File: src/rtl/nes_pad_reader.sv
// NES-style serial gamepad reader: pulses latch, clocks out eight button bits
// and presents a registered active-high button vector with a valid pulse.
module nes_pad_reader #(
  parameter int unsigned CLK_DIV     = 4,
  parameter int unsigned NUM_BUTTONS = 8
) (
  input  logic       clk,
  input  logic       reset,
  input  logic       start,
  input  logic       pad_data,
  output logic       pad_latch,
  output logic       pad_clk,
  output logic [7:0] buttons,
  output logic       pad_present,
  output logic       valid,
  output logic       busy
);

  typedef enum logic [2:0] {
    StIdle,
    StLatch,
    StShiftLo,
    StShiftHi,
    StDone
  } state_e;

  localparam logic [7:0] PhaseLast = 8'(CLK_DIV - 1);
  localparam logic [2:0] BitLast   = 3'(NUM_BUTTONS - 1);

  state_e     state_q, state_d;
  logic [7:0] phase_q, phase_d;
  logic [2:0] bit_q, bit_d;
  logic       half_q, half_d;
  logic [7:0] shift_q, shift_d;
  logic [1:0] sync_q;
  logic       sample_en;

  logic       pad_latch_q, pad_clk_q, valid_q, busy_q, pad_present_q;
  logic [7:0] buttons_q;

  always_comb begin
    state_d   = state_q;
    phase_d   = phase_q;
    bit_d     = bit_q;
    half_d    = half_q;
    sample_en = 1'b0;
    unique case (state_q)
      StIdle: begin
        if (start) begin
          state_d = StLatch;
          phase_d = '0;
          half_d  = 1'b0;
          bit_d   = '0;
        end
      end
      StLatch: begin
        // Latch is held for two phase periods; bit 0 is sampled at its end.
        if (phase_q == PhaseLast) begin
          phase_d = '0;
          if (half_q) begin
            sample_en = 1'b1;
            bit_d     = 3'd1;
            state_d   = StShiftLo;
          end else begin
            half_d = 1'b1;
          end
        end else begin
          phase_d = phase_q + 8'd1;
        end
      end
      StShiftLo: begin
        if (phase_q == PhaseLast) begin
          phase_d = '0;
          state_d = StShiftHi;
        end else begin
          phase_d = phase_q + 8'd1;
        end
      end
      StShiftHi: begin
        if (phase_q == PhaseLast) begin
          phase_d   = '0;
          sample_en = 1'b1;
          if (bit_q == BitLast) begin
            state_d = StDone;
          end else begin
            bit_d   = bit_q + 3'd1;
            state_d = StShiftLo;
          end
        end else begin
          phase_d = phase_q + 8'd1;
        end
      end
      StDone: begin
        state_d = StIdle;
      end
      default: state_d = StIdle;
    endcase
  end

  // First sample lands in bit 7 and is shifted down to bit 0 (button A).
  assign shift_d = sample_en ? {sync_q[1], shift_q[7:1]} : shift_q;

  always_ff @(posedge clk) begin
    if (reset) begin
      state_q       <= StIdle;
      phase_q       <= '0;
      bit_q         <= '0;
      half_q        <= 1'b0;
      shift_q       <= '0;
      sync_q        <= 2'b11;
      pad_latch_q   <= 1'b0;
      pad_clk_q     <= 1'b1;
      valid_q       <= 1'b0;
      busy_q        <= 1'b0;
      buttons_q     <= '0;
      pad_present_q <= 1'b0;
    end else begin
      state_q     <= state_d;
      phase_q     <= phase_d;
      bit_q       <= bit_d;
      half_q      <= half_d;
      shift_q     <= shift_d;
      sync_q      <= {sync_q[0], pad_data};
      pad_latch_q <= (state_d == StLatch);
      pad_clk_q   <= (state_d != StShiftLo);
      valid_q     <= (state_d == StDone);
      busy_q      <= (state_d != StIdle);
      if (state_d == StDone) begin
        // An all-zero word means the line is stuck low: no pad attached.
        if (shift_d == 8'h00) begin
          buttons_q     <= '0;
          pad_present_q <= 1'b0;
        end else begin
          buttons_q     <= ~shift_d;
          pad_present_q <= 1'b1;
        end
      end
    end
  end

  assign pad_latch   = pad_latch_q;
  assign pad_clk     = pad_clk_q;
  assign valid       = valid_q;
  assign busy        = busy_q;
  assign buttons     = buttons_q;
  assign pad_present = pad_present_q;

endmodule

File: config.mk
export PLATFORM = sky130hd
export DESIGN_NAME = nes_pad_reader
export DESIGN_NICKNAME = d
export VERILOG_FILES = /design/src/rtl/nes_pad_reader.sv
export SDC_FILE = /design/constraint.sdc
export NUM_CORES = 1
export LEC_CHECK = 0
export ABC_AREA = 1
export CAP_MARGIN = 25
export CORE_ASPECT_RATIO = 1.25
export CORE_MARGIN = 5
export CORE_UTILIZATION = 60
export CTS_CLUSTER_SIZE = 40
export DETAILED_ROUTE_END_ITERATION = 6
export PLACE_DENSITY_LB_ADDON = 0.12
export REMOVE_ABC_BUFFERS = 1
export SLEW_MARGIN = 30
export SYNTH_ARGS = -nofsm -noshare
export SYNTH_HDL_FRONTEND = slang
export SYNTH_SLANG_ARGS = --single-unit
File: constraint.sdc
create_clock -name clk -period 2.8 [get_ports clk]
set_input_delay 0.56 -clock clk [delete_from_list [all_inputs] [get_ports clk]]
set_output_delay 0.56 -clock clk [all_outputs]
set_load 0.005 [all_outputs]
==> impl_results.md <==
- Slowest CP cell: dfxtp_1
- Crit path DAT: 2.25 ns
- Run status: complete, no violations
- Pre-CTS WS: 0.7452 ns
- Num ports: 17
- Slew Limit Fails: 0
- Maximum root-to-sink buffer count: 2
- Share of flip-flops with an asynchronous set or reset: 0%
- Die W: 57.81 µm
- Final antenna-violating net count: 0
- Lkg Pwr: 0.8049 nW
- CTS root buf: clkbuf_4
- CP required: 3.02 ns
- Clk_lat worst skew: 0.34 ns
- Layout Skew: 0.01137 ns
- Cell Rows: 21
- Final Instance Count excl. Fillers: 287
- Final Cycle Share: 72.60%
- Minimum clock period: 2.033 ns
- Routability congestion estimate: 0.8354
- Internal: 0.6826 mW
- DR DRC count: 0
- Setup TNS: 0 ns
- GR Overflow Total: 0
- Initial antenna violation count: 0
- Seq/Total Area, Yosys: 44.38%
- Endpoint class of the critical path: flop
- Cell area after placement: 0.001917 mm²
- Length of the first detailed-routing pass in iterations: 4
- Register clock-pin slew on the reported worst setup and hold paths: 0.11 ns
- Vias in the first global route: 1499
- Avg Inst Size Synth: 7.357 µm²
- Synth Cell Area: 0.001714 mm²
- TritonCTS Buffers: 5
- Post-synth EDFFs: 0
- Pwr Total: 0.8908 mW
- Sw Pwr: 0.2081 mW
- Pin count of the biggest net entering global routing: 30
- Max cap viols: 0
- Synth Register Bits: 38
- Worst min path class: reg -> reg
- Yosys top cell by area: dfxtp_1
- Routed wire per std cell: 12.53 µm
- Synth Flop Type: dfxtp_1
- WS Path Type: reg -> reg
- Yosys cell types: 26
- Synthesized netlist cell count: 233
- Post-route cell area: 0.001968 mm²
- CTS tree: done
- CP Cell Sequence: ha_1 > nand3_2 > nor2_4 > nand2_4 > nand2_4 > nand2_1 > nand2_2 > nand2_1 > nor2_2 > nand2_4 > nand3_1 > a21oi_1
- CTS sink count: 38
- CTS Hold Bufs: 0
- Clock network power share: 31.7%
- Share of post-route cells with drive strength above 1: 12.25%
- CP max FO: 10
- CP peak stage delay: 0.40 ns
- Endpoints failing hold: 0
- Comb pwr share: 6.2%
- Routed wire length: 3595 µm
- DR vias/cell: 5.321
- Area Growth Syn to Fin: 14.82%
- Vias: 1527
- Die height: 69.76 µm
- Post_cts resized: 0
- CP most frequent cell: nand2_4
- Most frequent cells in the layout: nand2_1, dfxtp_1, nor2_1
- First-pass GRT wire length: 6196 µm
- Sequential power share: 62.1%
- IO Port Bufs: 16
- Net Sw Frac: 23.37%
- Initial DRC Count: 59
- Least-Margin Pin Slew: 0.4265 ns
- Most common library cell in the layout ignoring fill and taps: nand2_1
- Final setup violation count: 0
- H-tree levels: 2
- Initial core utilization: 63.34%
- Inst Count DP: 281
- Fmax: 0.4919 GHz
- Power Dens Cells: 452.6 mW/mm²
- Crit path launch type: flop
- RSZ-0062 raised after global routing: no
- Global Route Usage Sum: 19.48%
- Setup slack after layout: 0.7672 ns
- Full die area: 0.004032 mm²
- Post-CTS setup buffer count: 0
- VDD IR max: 0.4057 mV
- Antenna diode count: 0
- Final #Nets: 261
- Yosys warnings: 0
- Max_slew headroom: 71.49%
- Core Area: 0.002706 mm²
- Largest cells by area after synthesis: dfxtp_1, nand2_1, nand3_1
- Detail Placement HPWL: 2622 µm
- Synth top area share: 44.38%
state kept, by name, summed over array words and instances (netlist names):
register     flops
busy             1
pad_present      1
pad_clk          1
sync_q           2
phase_q          8
buttons          8
shift_q          8
half_q           1
pad_latch        1
bit_q            3
valid            1
state_q          3
synth_stat cells, drive strengths merged, types with 2 or more instances:
master and instances:
nand2 50, nand3b 3, a21oi 18, inv 31, ha 3, nand3 26, dfxtp 38, nor3 5
or2 2, clkbuf 4, o21ai 8, nor2 36, o22ai 3
layout make-up:
cell class	instances	area, µm²
multi-input cells	159	818.3
flip-flops and latches	38	760.7
fillers	222	738.2
repair buffers	18	175.2
inverters	32	120.1
clock buffers	6	51.30
well taps	34	42.54
per-stage QoR:
step,hold WS [ns],util [%]
after detailed placement,0.3941,70.83
after global placement,0.3919,70.83
after global routing,0.4425,72.72
final,0.4165,72.72
after floorplan,0.3895,-
after CTS,0.4182,72.72
power groups by stage:
stage | registers (mW) | logic [mW] | clock network (mW)
6_report | 0.553 | 0.0555 | 0.282
5_1_grt | 0.554 | 0.0627 | 0.308
4_1_cts | 0.553 | 0.0556 | 0.286
3_5_place_dp | 0.565 | 0.0553 | 0
3_3_place_gp | 0.565 | 0.0541 | 0
2_1_floorplan | 0.565 | 0.0300 | 0
per-layer routing:
layer,up-vias,routed length [µm],global-route usage (%)
li1,790,-,-
met1,692,1498,20.39
met2,39,1862,35.55
met3,6,179,6.145
met4,0,55,6.443
met5,-,0,0
worst paths after layout:
path	from	cells past startpoint	end	slack (ns)
worst max-delay path	phase_q[0]	12	buttons[4]	0.77
worst min-delay path	sync_q[0]	1	sync_q[1]	0.42
worst max register to register	phase_q[0]	12	buttons[4]	0.77
worst min register to register	sync_q[0]	1	sync_q[1]	0.42
cell families after synthesis:
family	synth area share, %
buffers and inverters	7.883
AND/OR/NAND/NOR	35.55
flip-flops	44.38
adder cells (fa/ha/maj)	2.190
AO/OA/AOI/OAI	10.00
worst max-delay path: cells and delay by family, from the launching register on:
family          cells  cell delay (ns)
compound gates      1             0.06
fa+ha+maj           1             0.24
flops               1             0.40
simple gates       10             1.20
(Power assumes the default switching activity.)
